[config.mk]
export PLATFORM = sky130hd
export DESIGN_NAME = obi_fifo_responder
export DESIGN_NICKNAME = d
export VERILOG_FILES = /design/src/rtl/obi_fifo_responder.sv
export SDC_FILE = /design/constraint.sdc
export NUM_CORES = 1
export LEC_CHECK = 0
export CELL_PAD_IN_SITES_DETAIL_PLACEMENT = 1
export CELL_PAD_IN_SITES_GLOBAL_PLACEMENT = 1
export CORE_MARGIN = 5
export CORE_UTILIZATION = 49
export CTS_CLUSTER_SIZE = 30
export DETAILED_ROUTE_END_ITERATION = 10
export PLACE_DENSITY_LB_ADDON = 0.1
export SLEW_MARGIN = 20
export SYNTH_ARGS = -nofsm -noshare
export SYNTH_HDL_FRONTEND = slang
export SYNTH_SLANG_ARGS = --single-unit
[constraint.sdc]
create_clock -name clk_i -period 5.63 [get_ports clk_i]
set_input_delay 0.563 -clock clk_i [delete_from_list [all_inputs] [get_ports clk_i]]
set_output_delay 0.563 -clock clk_i [all_outputs]
set_load 0.01 [all_outputs]
[src/rtl/obi_fifo_responder.sv]
// OBI data-bus responder exposing a word FIFO mailbox with status, threshold
// interrupt and flush control. One outstanding transaction, response one cycle after grant.
module obi_fifo_responder #(
  parameter int unsigned DEPTH          = 8,
  parameter int unsigned GNT_WAIT       = 0,
  parameter int unsigned ADDR_LSB_WIDTH = 4
) (
  input  logic        clk_i,
  input  logic        rst_ni,
  input  logic        req_i,
  output logic        gnt_o,
  input  logic [31:0] addr_i,
  input  logic        we_i,
  input  logic [3:0]  be_i,
  input  logic [31:0] wdata_i,
  output logic        rvalid_o,
  output logic [31:0] rdata_o,
  output logic        err_o,
  output logic        irq_o
);

  localparam int unsigned PW = $clog2(DEPTH);
  localparam int unsigned CW = PW + 1;
  localparam int unsigned WW = $clog2(GNT_WAIT + 2);

  typedef enum logic [1:0] {
    REG_DATA   = 2'd0,
    REG_STATUS = 2'd1,
    REG_THRESH = 2'd2,
    REG_CTRL   = 2'd3
  } reg_e;

  logic [WW-1:0] wait_q, wait_d;
  logic [PW-1:0] wptr_q, rptr_q;
  logic [CW-1:0] count_q, count_d;
  logic [15:0]   thresh_q, thresh_d;
  logic          rvalid_q, err_q, irq_q;
  logic [31:0]   rdata_q;
  logic [31:0]   mem_q [DEPTH];

  logic          gnt, push, pop, flush, resp_err, full, empty, in_range;
  logic [31:0]   resp_data;
  reg_e          sel;
  logic          unused_addr;

  assign unused_addr = ^addr_i[31:ADDR_LSB_WIDTH];

  assign gnt      = rst_ni && req_i && (wait_q == WW'(GNT_WAIT));
  assign full     = (count_q == CW'(DEPTH));
  assign empty    = (count_q == '0);
  // Offsets beyond the four registers (only possible with a wider decode) are errors.
  assign in_range = ((addr_i[ADDR_LSB_WIDTH-1:2] >> 2) == '0);
  assign sel      = reg_e'(addr_i[3:2]);

  always_comb begin
    push      = 1'b0;
    pop       = 1'b0;
    flush     = 1'b0;
    resp_err  = 1'b0;
    resp_data = '0;
    thresh_d  = thresh_q;
    if (gnt) begin
      if (addr_i[1:0] != 2'b00 || !in_range) begin
        resp_err = 1'b1;
      end else begin
        unique case (sel)
          REG_DATA: begin
            if (we_i) begin
              if (be_i != 4'hF || full) resp_err = 1'b1;
              else                      push     = 1'b1;
            end else if (empty) begin
              resp_err = 1'b1;
            end else begin
              pop       = 1'b1;
              resp_data = mem_q[rptr_q];
            end
          end
          REG_STATUS: begin
            if (we_i) resp_err  = 1'b1;
            else      resp_data = {14'd0, full, empty, 16'(count_q)};
          end
          REG_THRESH: begin
            if (we_i) begin
              if (be_i != 4'hF) resp_err = 1'b1;
              else              thresh_d = wdata_i[15:0];
            end else begin
              resp_data = {16'd0, thresh_q};
            end
          end
          REG_CTRL: begin
            if (we_i) flush = wdata_i[0];
          end
          default: resp_err = 1'b1;
        endcase
      end
    end
  end

  always_comb begin
    count_d = count_q;
    if (flush)     count_d = '0;
    else if (push) count_d = count_q + 1'b1;
    else if (pop)  count_d = count_q - 1'b1;
  end

  always_comb begin
    wait_d = wait_q + 1'b1;
    if (!req_i || gnt) wait_d = '0;
  end

  always_ff @(posedge clk_i) begin
    if (!rst_ni) begin
      wait_q   <= '0;
      wptr_q   <= '0;
      rptr_q   <= '0;
      count_q  <= '0;
      thresh_q <= '0;
      rvalid_q <= 1'b0;
      rdata_q  <= '0;
      err_q    <= 1'b0;
      irq_q    <= 1'b0;
    end else begin
      wait_q   <= wait_d;
      count_q  <= count_d;
      thresh_q <= thresh_d;
      rvalid_q <= gnt;
      rdata_q  <= resp_data;
      err_q    <= resp_err;
      irq_q    <= (thresh_d != '0) && (16'(count_d) >= thresh_d);
      if (flush) begin
        wptr_q <= '0;
        rptr_q <= '0;
      end else begin
        if (push) wptr_q <= wptr_q + 1'b1;
        if (pop)  rptr_q <= rptr_q + 1'b1;
      end
    end
  end

  always_ff @(posedge clk_i) begin
    if (push) mem_q[wptr_q] <= wdata_i;
  end

  // Reset masks the registered response so a pending one is never presented.
  assign gnt_o    = gnt;
  assign rvalid_o = rst_ni && rvalid_q;
  assign rdata_o  = rst_ni ? rdata_q : '0;
  assign err_o    = rst_ni && err_q;
  assign irq_o    = rst_ni && irq_q;

endmodule

Yosys cells after proc, flatten, opt, wreduce, memory -nomap -nowiden
Memory sizes are Yosys's and may differ from the RTL's. A register that Yosys moved wholly into a read port is not among the register bits.
Cells that the tools add are included.
{"block": "classes", "bitwise_logic": 3, "reduce_logical": 17, "n_eq_ne": 5, "mux": 40, "addsub": 5, "n_lt_le_gt_ge": 1}
{"cell": "$mux W16", "n": 6}
{"cell": "$mux W32", "n": 3}
{"cell": "$pmux W32 S3", "n": 1}
{"cell": "$mux W1", "n": 23}
{"cell": "$mux W18", "n": 1}
{"cell": "$ge A4 B16 Y1", "n": 1}
{"cell": "$reduce_bool A16 Y1", "n": 1}
{"cell": "$mux W4", "n": 3}
{"cell": "$add A3 B1 Y3 const B", "n": 2}
{"cell": "$logic_and A1 B1 Y1", "n": 6}
{"cell": "$mux W3", "n": 2}
{"cell": "$add A4 B1 Y4 const B", "n": 1}
{"cell": "$eq A2 B2 Y1 const B", "n": 2}
{"cell": "$eq A4 B4 Y1 const B", "n": 1}
{"cell": "$logic_not A4 Y1", "n": 1}
{"cell": "$ne A4 B4 Y1 const B", "n": 1}
{"cell": "$reduce_or A2 Y1", "n": 2}
{"cell": "$sub A4 B1 Y4 const B", "n": 1}
{"cell": "$not A1 Y1", "n": 3}
{"cell": "$pmux W1 S3", "n": 1}
{"cell": "$reduce_or A3 Y1", "n": 1}
{"cell": "$eq A2 B1 Y1 const B", "n": 1}
{"cell": "$logic_not A2 Y1", "n": 1}
{"cell": "$logic_or A1 B1 Y1", "n": 2}
{"cell": "4 further kinds", "n": 4}
{"block": "totals", "regBits": 62, "output_inout_bits": 36, "ramBits": 256, "word_cells": 81, "in_bits": 72, "n_memories": 1}
{"name": "mem_q", "depth": 8, "word_bits": 32, "rd": 1, "rd_ports_with_merged_regs": 1, "write_ports": 1, "line": "39", "rtl": "logic [31:0] mem_q [DEPTH];"}

Depth between registers and ports, before layout
{"block": "logic_depth", "ltp_word": 11, "ltp_mapped": 13, "mapped_depth_nobuf": 13}

Least setup slack after synthesis
Ideal clock, no wire load.
{"block": "synth_timing", "kind": "input -> register", "startpoint": "input addr_i[1]", "endpoint": "memory mem_q[0][0], enable pin", "path_buffers": 1, "required_ps": 5169, "path_stages": 5, "setup_ps": 461, "path_slack_ps": 1171, "arrival_time_ps": 3998, "cell_sequence": "or4b_4 > buf_6 > nor4_4 > nand2b_1 > nor3_1"}
{"block": "synth_via", "elab_chain_len": 5}
{"element": "start, declared", "line": "12", "rtl": "input logic [31:0] addr_i,"}
{"element": "$reduce_bool A2 Y1", "line": "63", "rtl": "if (addr_i[1:0] != 2'b00 || !in_range) begin"}
{"element": "$mux W1", "line": "63"}
{"element": "$mux W1", "line": "62", "rtl": "if (gnt) begin"}
{"element": "$mux W1", "line": "141", "rtl": "if (push) mem_q[wptr_q] <= wdata_i;"}
{"element": "$mux W1 (implied by the code)", "line": "141"}
{"element": "end, declared", "line": "39"}
Every way passes these cells.

Worst setup path after layout
{"block": "layout_timing", "startpoint": "input addr_i[1]", "endpoint": "memory mem_q[6][29], enable pin"}
The elaborated chain is that of the path after synthesis.

==> flow_summary.yaml <==
status:
  outcome: "completed"
timing:
  grt_setup_unrepaired: "no"
  min_period_ns: 3.43
  worst_slew_pin_slew_ns: 0.985
  finClkSkew_ns: 0.0141
  timing.final.setup_violations: 0
  whs_ns: 0.492
  finalMaxSlewViolations: 0
  setup_total_negative_slack_ns: 0
  max-slew-margin-rel_pct: 33.8
  fmax_mhz: 291
  fin_crit_sh_pct: 61.0
  number_of_endpoints_with_negative_hold_slack_in_the_final_report: 0
cts:
  clk_root_buffer_cell: "clkbuf_16"
  worst_skew_pair.late_latency_ns: 0.51
  cts_hold_buffers: 0
  cts_repair_resize_count: 0
  setup_repair_bufs_after_cts: 0
  clock_path_buffers: 3
  cts_num_sinks: 321
  cts_tree: "done"
  cts-htree-levels: 2
  cts_buffers: 35
  path_clk_slew_ns: 0.06
logic_synthesis:
  area_fraction_in_compound_gates_after_synthesis_pct: 2.46
  yosys.area.top_type_share_pct: 62.2
  post_synth.cell_area_avg_um2: 17.8
  synth_flop_cell: "edfxtp_1"
  synth_top_family_by_area: "multiplexers"
  synthSimpleGateAreaFrac_pct: 7.35
  synth_fa_ha_area_share_pct: 0.810
  yosys-mux-area-fraction_pct: 14.7
  ys_seq_elements: 321
  synth.most_common_cell: "edfxtp_1"
  post_synth_inst_count: 694
  xor_xnor_share_of_the_synthesized_area_pct: 0.496
  postSynth.asyncResetShare_pct: 0
  ys_seq_area_share_pct: 72.7
  synth_top_cells_by_count: "256 x edfxtp_1, 65 x dfxtp_1, 64 x mux4_2"
  synth_cell_area_mm2: 0.0124
  synth-warning-count: 0
  ys_types: 45
  synth_fp_nets: 774
  synth_enable_flop_cells: 256
  synth_top_area_cell: "edfxtp_1"
  synth.top_cells.by_area: "edfxtp_1 62%, mux4_2 12%, dfxtp_1 11%, mux2i_1 3.0%, and2_1 1.8%"
power_and_ir_drop:
  p_sw_uw: 949
  total_power_after_layout_mw: 4.89
  p_comb_share_pct: 1.7
  peak_vdd_ir_mv: 0.246
  share_clk_of_total_power_pct: 46.0
  power.leakage_nw: 4.65
  p_sw_share_pct: 19.4
  share_seq_of_total_power_pct: 52.3
  power_density_mw_per_mm2: 332
  cellInternalPower_mw: 3.94
floorplanning:
  fp.dieH_um: 169
  die_area_mm2: 0.0285
  row_count: 58
  die-width_um: 169
  coreArea_mm2: 0.0250
  ios: 108
  initial_utilization_pct: 49.4
critical_path:
  endpoint_kind: "flop"
  critical_path.max_fanout: 17
  worst_setup_path_start_kind: "input pin"
  worst-setup-path-type: "input pin to flop"
  timing.reg2reg.worst_path_depth: 14
  worst_ep_required_time_ns: 5.80
  worst-endpoint-arrival_ns: 3.60
detailed_routing:
  drtPass1Iterations: 4
  postRouteWirelength_mm: 27.9
  detail_route.wl_per_cell_um: 24.4
  detailroute.via_count: 6493
  drtIter0Drc: 468
  drt-vias-per-instance: 5.67
  drt_drc_violations_left: 0
  antenna_left: 0
grt:
  grt_max_degree: 45
  gr-total-overflow: 0
  grt_pass1_wl_mm: 43.6
  via_count_of_the_first_global_routing_pass: 7195
  grt_antenna_before_repair: 0
  gr-usage-all-layers_pct: 20.0
layout:
  post_layout_nonfiller_instances: 1146
  area_growth_syn_to_layout_pct: 19.0
  antenna_cells: 0
  drive_above_1_share_pct: 18.4
  layout.nets: 869
place:
  dp_cells: 1082
  hpwlAfterDp_mm: 16.5
  place.port_buffers: 79
  routabilityCongestion: 0.743
run:
  drv_cap: 0
worst_hold_path:
  hp-class: "flop to flop"
  holdPathStages: 2
==> final timing paths <==
path	from	endpoint	slack, ns
min	thresh_q[14]	thresh_q[14]	0.49
max	addr_i[1]	mem_q[6][29]	2.20
max reg2reg	count_q[0]	irq_q	2.34
min reg2reg	thresh_q[14]	thresh_q[14]	0.49
==> power groups by stage <==
stage / Clock, mW / Combinational [mW] / Sequential (mW)
final: 2.25 / 0.0814 / 2.56
after global routing: 2.40 / 0.0877 / 2.56
after CTS: 2.30 / 0.0820 / 2.56
after detailed placement: 0 / 0.0816 / 2.61
after global placement: 0 / 0.0766 / 2.61
after floorplan: 0 / 0.0164 / 2.61
==> metal layers <==
| metal | wire length (um) | global-route usage [%] | up-vias |
|---|---|---|---|
| li1 | - | - | 2891 |
| met1 | 12300 | 27.8 | 3421 |
| met2 | 14000 | 33.8 | 149 |
| met3 | 1130 | 3.27 | 32 |
| met4 | 446 | 4.41 | 0 |
| met5 | 0 | 0 | - |
==> layout by cell type, fill, tap and decap left out, types with 3 or more instances in the layout <==
master / synthesis / final
edfxtp_1: 256 / 256
clkdlybuf4s50_1: 0 / 78
mux4_2: 64 / 64
dfxtp_1: 65 / 62
nand2_1: 50 / 50
mux2i_1: 37 / 37
and2_1: 36 / 36
clkbuf_16: 0 / 36
nor2_1: 38 / 32
o21ai_0: 15 / 15
buf_4: 0 / 14
a21boi_0: 12 / 12
nor2b_1: 9 / 9
clkbuf_1: 21 / 9
ha_1: 8 / 8
nor4_1: 7 / 7
nand4_1: 6 / 6
nor2_4: 0 / 6
clkbuf_8: 1 / 6
inv_1: 5 / 5
xnor2_1: 5 / 5
nand2b_1: 5 / 5
o22ai_1: 5 / 5
clkinv_2: 0 / 5
a22oi_1: 4 / 4
clkinv_1: 0 / 4
or4_1: 3 / 3
a21oi_1: 3 / 3
==> flip-flops by register name (all words and copies together) (netlist names), named ones only <==
register  flops
mem_q       256
rdata_q      32
thresh_q     16
count_q       4
rptr_q        3
wptr_q        3
err_q         1
irq_q         1
rvalid_q      1
wait_q        1
==> stage by stage <==
stage               utilization (%)  setup slack, ns  cell area [um2]
floorplan                         -             1.17            12400
global placement               54.2             1.71            13600
detailed placement             54.2             1.64            13600
CTS                            58.7             2.17            14700
global route                   58.7             2.08            14700
finish                         58.7             2.20            14700
==> worst max-delay path, stage by stage <==
cell and delay (ns):
clkdlybuf4s50_1 0.44, or4b_4 0.60, nor4_4 0.55, nand2_1 0.33, nor2_4 0.64, buf_4 0.45
==> area by class of cell <==
class,instances,area [um2]
fill,2235,10300
sequential,321,9000
multi-input combinational,333,3240
clock buffer,51,1020
timing repair buffer,93,891
tap,330,413
clock inverter,13,125
inverter,5,18.8
==> logic make-up (layout without fill, tap and decap cells) <==
group / Yosys count / in the layout
flops: 321 / 321
simple gates: 170 / 170
mux: 101 / 101
compound gates: 46 / 46
buf+inv: 40 / 162
fa+ha+maj: 8 / 8
xor+xnor: 7 / 7
other cells: 1 / 1
Note: power is estimated with default switching activity, not from simulation.
